[src/rtl/uart_pkg.sv]
// uart_pkg: state encoding, baud constants and parameter checks
// shared by the uart_tx_gen2 transmitter and its FIFO.
package uart_pkg;

   localparam logic [2:0] ST_IDLE   = 3'd0;
   localparam logic [2:0] ST_START  = 3'd1;
   localparam logic [2:0] ST_DATA   = 3'd2;
   localparam logic [2:0] ST_PARITY = 3'd3;
   localparam logic [2:0] ST_STOP   = 3'd4;

   typedef enum logic [2:0] {
      S_IDLE   = ST_IDLE,
      S_START  = ST_START,
      S_DATA   = ST_DATA,
      S_PARITY = ST_PARITY,
      S_STOP   = ST_STOP
   } uart_state_t;

   localparam int DIV_9600_100MHZ = 10416;

   function automatic bit data_bits_ok(input int n);
      return (n >= 5) && (n <= 9);
   endfunction

   function automatic bit stop_bits_ok(input int n);
      return (n == 1) || (n == 2);
   endfunction

   function automatic bit depth_ok(input int d);
      return (d >= 2) && ((d & (d - 1)) == 0);
   endfunction

endpackage

[src/rtl/uart_sync_fifo.sv]
// uart_sync_fifo: single-clock FIFO with wrap-bit pointers.
// Full, empty and count come straight from the pointer flops.
module uart_sync_fifo #(
   parameter int WIDTH = 8,
   parameter int DEPTH = 16
) (
   input  logic                   clk,
   input  logic                   rst_n,
   input  logic                   i_push,
   input  logic [WIDTH-1:0]       i_wdata,
   input  logic                   i_pop,
   output logic [WIDTH-1:0]       o_rdata,
   output logic                   o_full,
   output logic                   o_empty,
   output logic [$clog2(DEPTH):0] o_count
);

   localparam int AW = $clog2(DEPTH);
   localparam logic [AW:0] FULL_CNT = (AW+1)'(DEPTH);

   logic [AW:0]      r_wptr;
   logic [AW:0]      r_rptr;
   logic [WIDTH-1:0] r_mem [DEPTH];
   logic             w_push;
   logic             w_pop;

   assign o_count = r_wptr - r_rptr;
   assign o_full  = (o_count == FULL_CNT);
   assign o_empty = (r_wptr == r_rptr);
   assign w_push  = i_push && !o_full;
   assign w_pop   = i_pop && !o_empty;
   assign o_rdata = r_mem[r_rptr[AW-1:0]];

   always_ff @(posedge clk or negedge rst_n) begin
      if (!rst_n) begin
         r_wptr <= '0;
         r_rptr <= '0;
      end else begin
         if (w_push) r_wptr <= r_wptr + (AW+1)'(1);
         if (w_pop)  r_rptr <= r_rptr + (AW+1)'(1);
      end
   end

   // Storage needs no reset; pointers define what is valid.
   always_ff @(posedge clk) begin
      if (w_push) r_mem[r_wptr[AW-1:0]] <= i_wdata;
   end

endmodule

[src/rtl/uart_tx_gen2.sv]
// uart_tx_gen2: FIFO-buffered UART transmitter, runtime baud divisor.
// Define UART_TX_PARITY_EN to add the optional parity bit and its ports.
module uart_tx_gen2
   import uart_pkg::*;
#(
   parameter int DATA_BITS  = 8,
   parameter int STOP_BITS  = 1,
   parameter int FIFO_DEPTH = 16,
   parameter int DIV_W      = 16
) (
   input  logic                        clk,
   input  logic                        rst_n,
   input  logic [DIV_W-1:0]            baud_div,
   input  logic [DATA_BITS-1:0]        tx_data,
   input  logic                        tx_valid,
   output logic                        tx_ready,
`ifdef UART_TX_PARITY_EN
   input  logic                        parity_en,
   input  logic                        parity_odd,
`endif
   output logic                        tx,
   output logic                        busy,
   output logic [$clog2(FIFO_DEPTH):0] fifo_count
);

   if (!(data_bits_ok(DATA_BITS) && stop_bits_ok(STOP_BITS) &&
         depth_ok(FIFO_DEPTH))) begin : g_bad_cfg
      $error("uart_tx_gen2: illegal parameter set");
   end

   localparam int BIT_W = 4;
   localparam logic [BIT_W-1:0] LAST_DATA = BIT_W'(DATA_BITS - 1);
   localparam logic [BIT_W-1:0] LAST_STOP = BIT_W'(STOP_BITS - 1);

   uart_state_t          r_state;
   logic [DIV_W-1:0]     r_baud;
   logic [DIV_W-1:0]     r_div;
   logic [BIT_W-1:0]     r_bit;
   logic [DATA_BITS-1:0] r_shift;
   logic                 r_tx;
   logic                 r_busy;
`ifdef UART_TX_PARITY_EN
   logic                 r_pen;
   logic                 r_par;
`endif

   logic [DATA_BITS-1:0] w_head;
   logic                 w_full;
   logic                 w_empty;
   logic                 w_bit_end;
   logic                 w_last_stop;
   logic                 w_load;
   logic                 w_line;

   uart_sync_fifo #(
      .WIDTH (DATA_BITS),
      .DEPTH (FIFO_DEPTH)
   ) u_fifo (
      .clk     (clk),
      .rst_n   (rst_n),
      .i_push  (tx_valid),
      .i_wdata (tx_data),
      .i_pop   (w_load),
      .o_rdata (w_head),
      .o_full  (w_full),
      .o_empty (w_empty),
      .o_count (fifo_count)
   );

   assign tx_ready    = !w_full;
   assign tx          = r_tx;
   assign busy        = r_busy;
   assign w_bit_end   = (r_baud == r_div);
   assign w_last_stop = (r_state == S_STOP) && w_bit_end &&
                        (r_bit == LAST_STOP);
   // A queued byte is taken either from idle or right as the last stop ends.
   assign w_load      = !w_empty && ((r_state == S_IDLE) || w_last_stop);

   always_comb begin
      w_line = 1'b1;
      unique case (r_state)
         S_START:  w_line = 1'b0;
         S_DATA:   w_line = r_shift[0];
`ifdef UART_TX_PARITY_EN
         S_PARITY: w_line = r_par;
`endif
         default:  w_line = 1'b1;
      endcase
   end

   always_ff @(posedge clk or negedge rst_n) begin
      if (!rst_n) begin
         r_state <= S_IDLE;
         r_baud  <= '0;
         r_div   <= '0;
         r_bit   <= '0;
         r_shift <= '0;
         r_tx    <= 1'b1;
         r_busy  <= 1'b0;
`ifdef UART_TX_PARITY_EN
         r_pen   <= 1'b0;
         r_par   <= 1'b0;
`endif
      end else begin
         r_tx   <= w_line;
         r_busy <= (r_state != S_IDLE);

         if (w_load || (r_state == S_IDLE) || w_bit_end)
            r_baud <= '0;
         else
            r_baud <= r_baud + DIV_W'(1);

         if (w_load) begin
            r_state <= S_START;
            r_bit   <= '0;
            r_shift <= w_head;
            r_div   <= baud_div;
`ifdef UART_TX_PARITY_EN
            r_pen   <= parity_en;
            r_par   <= parity_odd;
`endif
         end else if (w_bit_end) begin
            unique case (r_state)
               S_IDLE: r_state <= S_IDLE;
               S_START: begin
                  r_state <= S_DATA;
                  r_bit   <= '0;
               end
               S_DATA: begin
                  r_shift <= {1'b0, r_shift[DATA_BITS-1:1]};
`ifdef UART_TX_PARITY_EN
                  r_par   <= r_par ^ r_shift[0];
`endif
                  if (r_bit == LAST_DATA) begin
                     r_bit <= '0;
`ifdef UART_TX_PARITY_EN
                     r_state <= r_pen ? S_PARITY : S_STOP;
`else
                     r_state <= S_STOP;
`endif
                  end else begin
                     r_bit <= r_bit + BIT_W'(1);
                  end
               end
`ifdef UART_TX_PARITY_EN
               S_PARITY: begin
                  r_state <= S_STOP;
                  r_bit   <= '0;
               end
`endif
               S_STOP: begin
                  if (r_bit == LAST_STOP) begin
                     r_state <= S_IDLE;
                     r_bit   <= '0;
                  end else begin
                     r_bit <= r_bit + BIT_W'(1);
                  end
               end
               default: r_state <= S_IDLE;
            endcase
         end
      end
   end

endmodule
[config.mk]
export PLATFORM = sky130hd
export DESIGN_NAME = uart_tx_gen2
export DESIGN_NICKNAME = d
export VERILOG_FILES = /design/src/rtl/uart_pkg.sv /design/src/rtl/uart_sync_fifo.sv /design/src/rtl/uart_tx_gen2.sv
export SDC_FILE = /design/constraint.sdc
export NUM_CORES = 1
export LEC_CHECK = 0
export CORE_AREA = 2 2 113 142
export DETAILED_ROUTE_END_ITERATION = 12
export DIE_AREA = 0 0 115 144
export GPL_TIMING_DRIVEN = 1
export PLACE_DENSITY = 0.83
export SLEW_MARGIN = 25
export SYNTH_ARGS = -nofsm -noshare
export SYNTH_HDL_FRONTEND = slang
export SYNTH_SLANG_ARGS = --single-unit
[constraint.sdc]
create_clock -name clk -period 3.5 [get_ports clk]
set_input_delay 1.05 -clock clk [delete_from_list [all_inputs] [get_ports clk]]
set_output_delay 1.05 -clock clk [all_outputs]
set_load 0.05 [all_outputs]
After elaboration in Yosys (flattened, before gate mapping). Memory sizes are Yosys's and may differ from the RTL's. Index checks and enable logic that the tools add are counted.

Muxes and demuxes: 17. Equal/unequal tests: 9. Reductions and logical operators: 19. Add/sub/neg operators: 5.

Operators by type and width (number): 8-bit 2-to-1 mux (3); 16-bit by 1-bit adder with 16-bit output (second input constant) (1); 16-bit == test (1); 16-bit 2-to-1 mux (1); 4-bit 2-to-1 mux (4); 3-bit 2-to-1 mux (4); 4-bit case mux with 3 select lines (1); 5-bit by 1-bit adder with 5-bit output (second input constant) (2); 3-bit case mux with 3 select lines (1); 5-bit == test (1); 5-bit == test (second input constant) (1); 1-bit logical AND (5); 5-bit subtractor (1); 4-bit by 1-bit adder with 4-bit output (second input constant) (1); 4-bit by 3-bit == test with 1-bit output (second input constant) (1); 4-bit zero test (1); 2-bit AND reduction (2); 2-bit nonzero test (2); 4-bit nonzero test (1); 3-bit by 1-bit == test with 1-bit output (second input constant) (1); 3-bit by 2-bit == test with 1-bit output (second input constant) (1); 3-bit == test (second input constant) (1); 3-bit zero test (1); 1-bit logical OR (3); 7 further kinds (9).

Register bits: 59. Bits of input ports: 27. Logic and storage cells: 60. Output and inout bits: 8. Memories: 1. Memory bits (writable): 128.

Memory list: u_fifo.r_mem (depth 16, width 8, read ports 1, clocked after memory_dff 0, wr ports 1, line uart_sync_fifo.sv:23) `logic [WIDTH-1:0] r_mem [DEPTH];`.

Logic depth before layout (Yosys ltp).
Depth in word-level cells: 8. Gate-level depth with buffers: 13. Gate-level depth less buffers: 10.

By module. A second synthesis with hierarchy kept.

Cells, all modules: 484. Area total of the unflattened synthesis: 8021.4 um^2.

Modules (own cells, without submodules): uart_sync_fifo (area each 5606.6 um^2, instances 1, cells each 262, seq. area each 4093.9 um^2); uart_tx_gen2 (area each 2414.8 um^2, instances 1, cells each 222, seq. area each 1227.4 um^2).

Worst setup path before layout. OpenSTA, ideal clock, no wires.

Kind: flip-flop to output port. From: register u_fifo.r_rptr[1]. To: output tx_ready. Setup slack: -1001 ps. Stages on the path, launching flop included: 10. Data arrival time: 3451 ps. Required time: 2450 ps. Path buffers: 3. Path through: dfrtp_1 > buf_6 > buf_6 > clkbuf_1 > inv_1 > fa_1 > a21o_1 > a21oi_1 > xor2_1 > o211ai_1.

Cells in the longest elaborated chain, start to end: 3.

Ends and longest elaborated chain: start: declaration (line uart_sync_fifo.sv:22) `logic [AW:0] r_rptr;`; start signal: assignment (line uart_sync_fifo.sv:40) `if (w_pop) r_rptr <= r_rptr + (AW+1)'(1);`; 5-bit subtractor (line uart_sync_fifo.sv:27) `assign o_count = r_wptr - r_rptr;`; net fifo_count[4] (line uart_tx_gen2.sv:23) `output logic [$clog2(FIFO_DEPTH):0] fifo_count`; 5-bit == test (line uart_sync_fifo.sv:28) `assign o_full = (o_count == FULL_CNT);`; 1-bit zero test (line uart_tx_gen2.sv:70) `assign tx_ready = !w_full;`; end: declaration (line uart_tx_gen2.sv:16) `output logic tx_ready,`.

The timed path passes the listed nets, and every way through them passes these cells.

Worst setup path after layout.
From: register u_fifo.r_wptr[0]. To: output tx_ready.

Cells in the longest elaborated chain, start to end: 3.

Ends and longest elaborated chain: start: declaration (line uart_sync_fifo.sv:21) `logic [AW:0] r_wptr;`; start signal: assignment (line uart_sync_fifo.sv:39) `if (w_push) r_wptr <= r_wptr + (AW+1)'(1);`; 5-bit subtractor (line uart_sync_fifo.sv:27); 5-bit == test (line uart_sync_fifo.sv:28); 1-bit zero test (line uart_tx_gen2.sv:70).

Every way passes these cells.

==> impl_results.md <==
- Clk network pwr share: 0.241
- Die area: approximately 0.017 sq mm
- Slew HR: 0.565
- Total number of vias: around 4.2k
- Starting Density: 0.524
- EDFF count, synth: roughly 130
- Number of buffers created by CTS: 17
- Data required time of the worst path: between 2000 and 2500 ps
- Period Utilization, post-route: 0.984
- Crit. End Element: output port
- Post-synthesis sequential area ratio: 0.663
- CP Data Arrival Time: between 2000 and 2500 ps
- Endpoint, Worst Hold: r_shift[0]$_DFFE_PN0P_
- Ys flop type: edfxtp_1
- Layout cell share with drive strength beyond 1: 0.255
- Global-route met3 utilization: 0.0457
- CTS root buf: clkbuf_16
- Latest clock arrival within the worst-skew pair: 420 ps
- DR vias/cell: between 5 and 6
- Total chip power: about 8000 uW
- Clock Pin Slew Worst Setup and Hold Paths: 60 ps
- Initial antenna violation count: 0
- Synth cell types: roughly 50
- Worst vdd ir: roughly 0.00062 V
- Leakage: between 0.003 and 0.004 uW
- Hold depth: 1
- Switching share of power: 0.326
- Slowest-stage cell, CP: dfrtp_1
- Tightest Pin Transition: around 650 ps
- Worst Hold Class: flop to flop
- Final wirelength: 15,400 um
- DRT Pass-1 Iters: 4
- Antenna Nets Post-Route: 0
- Max Cap Violations: 0
- Crit path launch type: flop
- CP dominant cell by count: inv_2
- Worst R2R Setup Slack: ~370 ps
- Synth-to-Final Area Change: 16.8%
- GRT Overall Usage: 0.201
- First-pass GRT wire length: ~24,000 um
- Pwr/cell area: 840 mW/mm^2
- Die Y-Extent: about 140 um
- Gate power share: 0.371
- Fin. max-slew vios: 0
- Dpl ws: approximately 220 ps
- Syn_nets: 518
- Clock skew: 7.99 ps
- Met2 Usage GRT: 0.366
- Post-DP HPWL: 10,400 um
- Async SR Flop Fraction: 0.316
- Avg Inst Size Synth: about 17 sq um
- FMAX: approximately 290 MHz
- Post-Syn Instances: about 480
- GRT met1 Usage: 0.231
- Antenna cell count: 0
- Grt ovf: 0
- Clock sink count: around 190
- CTS tree: yes
- Crit Path Max Fanout: 2
- WL/cell: approximately 21 um
- Core Rows: 51
- Finished Core Util: 0.612
- Setup Viol. Count Final: 0
- CP cell instances: inv_2 > ha_4 > inv_2 > fa_2 > buf_4 > xor2_2 > nor3_1 > o211ai_1 > clkbuf_16
- Fillers: 1,100
- Mapped Area: approximately 0.0080 sq mm
- CP peak stage delay: roughly 400 ps
- Critical path type: flop to output port
- Final nets: 569
- R2R depth: 12
- Post-route setup slack: 54.4 ps
- Pin count of the biggest net entering global routing: 36
- Internal power: roughly 5300 uW
- Initial drt markers: ~320
- Syn. warnings: 0
- Status: complete, no violations
- HP Start: r_shift[0]$_DFFE_PN0P_
- Cts hold-fix bufs: 0
- Buffer depth of the longest clock path: 2
- Core area: between 0.015 and 0.02 sq mm
- Sw Pwr: roughly 2600 uW
- Sequential share of power: 0.388
- Busiest metal layer after global routing: met2
- Die X: 115 um
- IO buf count: 34
- #FFs+latches synth: roughly 190
- H-tree levels: 4
- Min Tclk post-route: between 3000 and 4000 ps
- # DRC: 0
- Worst R2R Start: u_fifo.r_wptr[0]$_DFFE_PN0P_
- Hold Vio Cnt, Final: 0
- FF-to-FF End: u_fifo.r_mem[5][1]$_DFFE_PP_
- Gpl congestion: 0.772
- I/O pin cnt: 35
- Vias in the first global route: approximately 4.6k
how the worst max path moves through the flow:
stage	from	end	slack, ps	depth (start not counted)
final	u_fifo.r_wptr[0]$_DFFE_PN0P_	tx_ready	50	9
after global routing	u_fifo.r_wptr[0]$_DFFE_PN0P_	tx_ready	-8	9
after CTS	u_fifo.r_wptr[0]$_DFFE_PN0P_	tx_ready	-10	9
after detailed placement	u_fifo.r_wptr[0]$_DFFE_PN0P_	u_fifo.r_mem[5][6]$_DFFE_PP_	220	11
after global placement	u_fifo.r_wptr[0]$_DFFE_PN0P_	tx_ready	370	9
after floorplan	u_fifo.r_rptr[1]$_DFFE_PN0P_	u_fifo.r_mem[1][0]$_DFFE_PP_	-250	11
per-stage QoR:
step | std cells | area, sq um | TNS, ps | hold slack, ps
finish | 727 | 9380 | 0 | 484
global route | 727 | 9380 | -8.25 | 508
CTS | 725 | 9370 | -11.5 | 483
detailed placement | 688 | 8710 | 0 | 462
global placement | 688 | 8710 | 0 | 461
floorplan | 478 | 8200 | -7900 | 444
cell type report:
cell class	instances	area [sq um]	share of cell area
sequential	187	5330	0.568
multi-input combinational	254	2640	0.282
timing repair buffer	49	513	0.0547
clock buffer	24	462	0.0492
tap	185	231	0.0247
clock inverter	8	121	0.0129
inverter	20	82.6	0.00881
logic make-up after synthesis:
group           synth area share
fa+ha+maj                 0.0212
flops                      0.663
mux                        0.144
simple gates              0.0677
buf+inv                   0.0282
xor+xnor                  0.0415
compound gates            0.0343
per-layer routing:
metal	share of wire	wire length, um
met2	0.56	8600
met4	0.020	301
met1	0.38	5840
met3	0.042	641
met5	0	0
cells in the mapped netlist, types with 6 or more instances:
cell type,n,share of area
nor3_1,7,0.0044
a21o_1,6,0.0056
a21oi_1,7,0.0044
nor2_1,32,0.015
nand4_1,7,0.0055
xnor2_1,14,0.015
dfrtp_1,58,0.18
ha_1,12,0.019
xor2_1,24,0.026
inv_1,19,0.0089
nand2_1,16,0.0075
mux4_1,9,0.029
edfxtp_1,128,0.48
o21ai_0,11,0.0069
mux4_2,31,0.087
nand3_1,16,0.010
mux2_2,17,0.024
buf_6,7,0.0098
power groups by stage:
stage | Clock, uW | Sequential [uW] | Combinational (uW)
after floorplan | 0 | 2990 | 2090
after global placement | 0 | 3070 | 2710
after detailed placement | 0 | 3100 | 2800
after CTS | 1920 | 3060 | 2920
after global routing | 2010 | 3100 | 3100
final | 1900 | 3060 | 2930
what timing repair did:
action                                 4_1_cts  5_1_grt
pin swaps                                    5        4
resized for setup                            6        3
setup endpoints to repair                    1        1
buffers inserted                             5        2
endpoints found under the hold margin        0        0
worst max-delay path, delay by kind of cell (launching register included):
kind / cells / cell delay, ps
DFF: 1 / 400
buffers and inverters: 4 / 510
AOI/OAI and AO/OA: 1 / 210
adders and majority gates: 2 / 480
xor gates and xnor gates: 1 / 190
and+or+nand+nor: 1 / 190
layout by cell type, fill, tap and decap left out, types with 4 or more instances in the layout:
cell	synthesis	routed
mux4_2	31	31
xor2_1	24	22
nor3_4	1	5
mux4_1	9	9
or3_1	4	4
o21ai_0	11	10
nor2_1	32	21
nor2_2	0	9
inv_1	19	16
nand3_1	16	13
mux2_2	17	17
a21o_1	6	6
nor4_2	4	4
dfrtp_1	58	55
ha_1	12	10
a22o_1	4	4
o21ai_1	3	4
nand2_1	16	16
nand2b_1	4	4
clkbuf_16	0	18
clkbuf_1	3	6
buf_4	1	15
a21oi_1	7	6
edfxtp_1	128	128
xnor2_1	14	14
nand4_1	7	7
buf_12	1	5
clkdlybuf4s50_1	0	27
registers in the layout (all words and copies together) (netlist names):
signal         cells
u_fifo.r_mem     128
r_baud            16
r_div             16
r_shift            8
u_fifo.r_rptr      5
u_fifo.r_wptr      5
r_bit              4
r_state            3
busy               1
tx                 1
No activity file was read; power rests on OpenSTA's default activity.
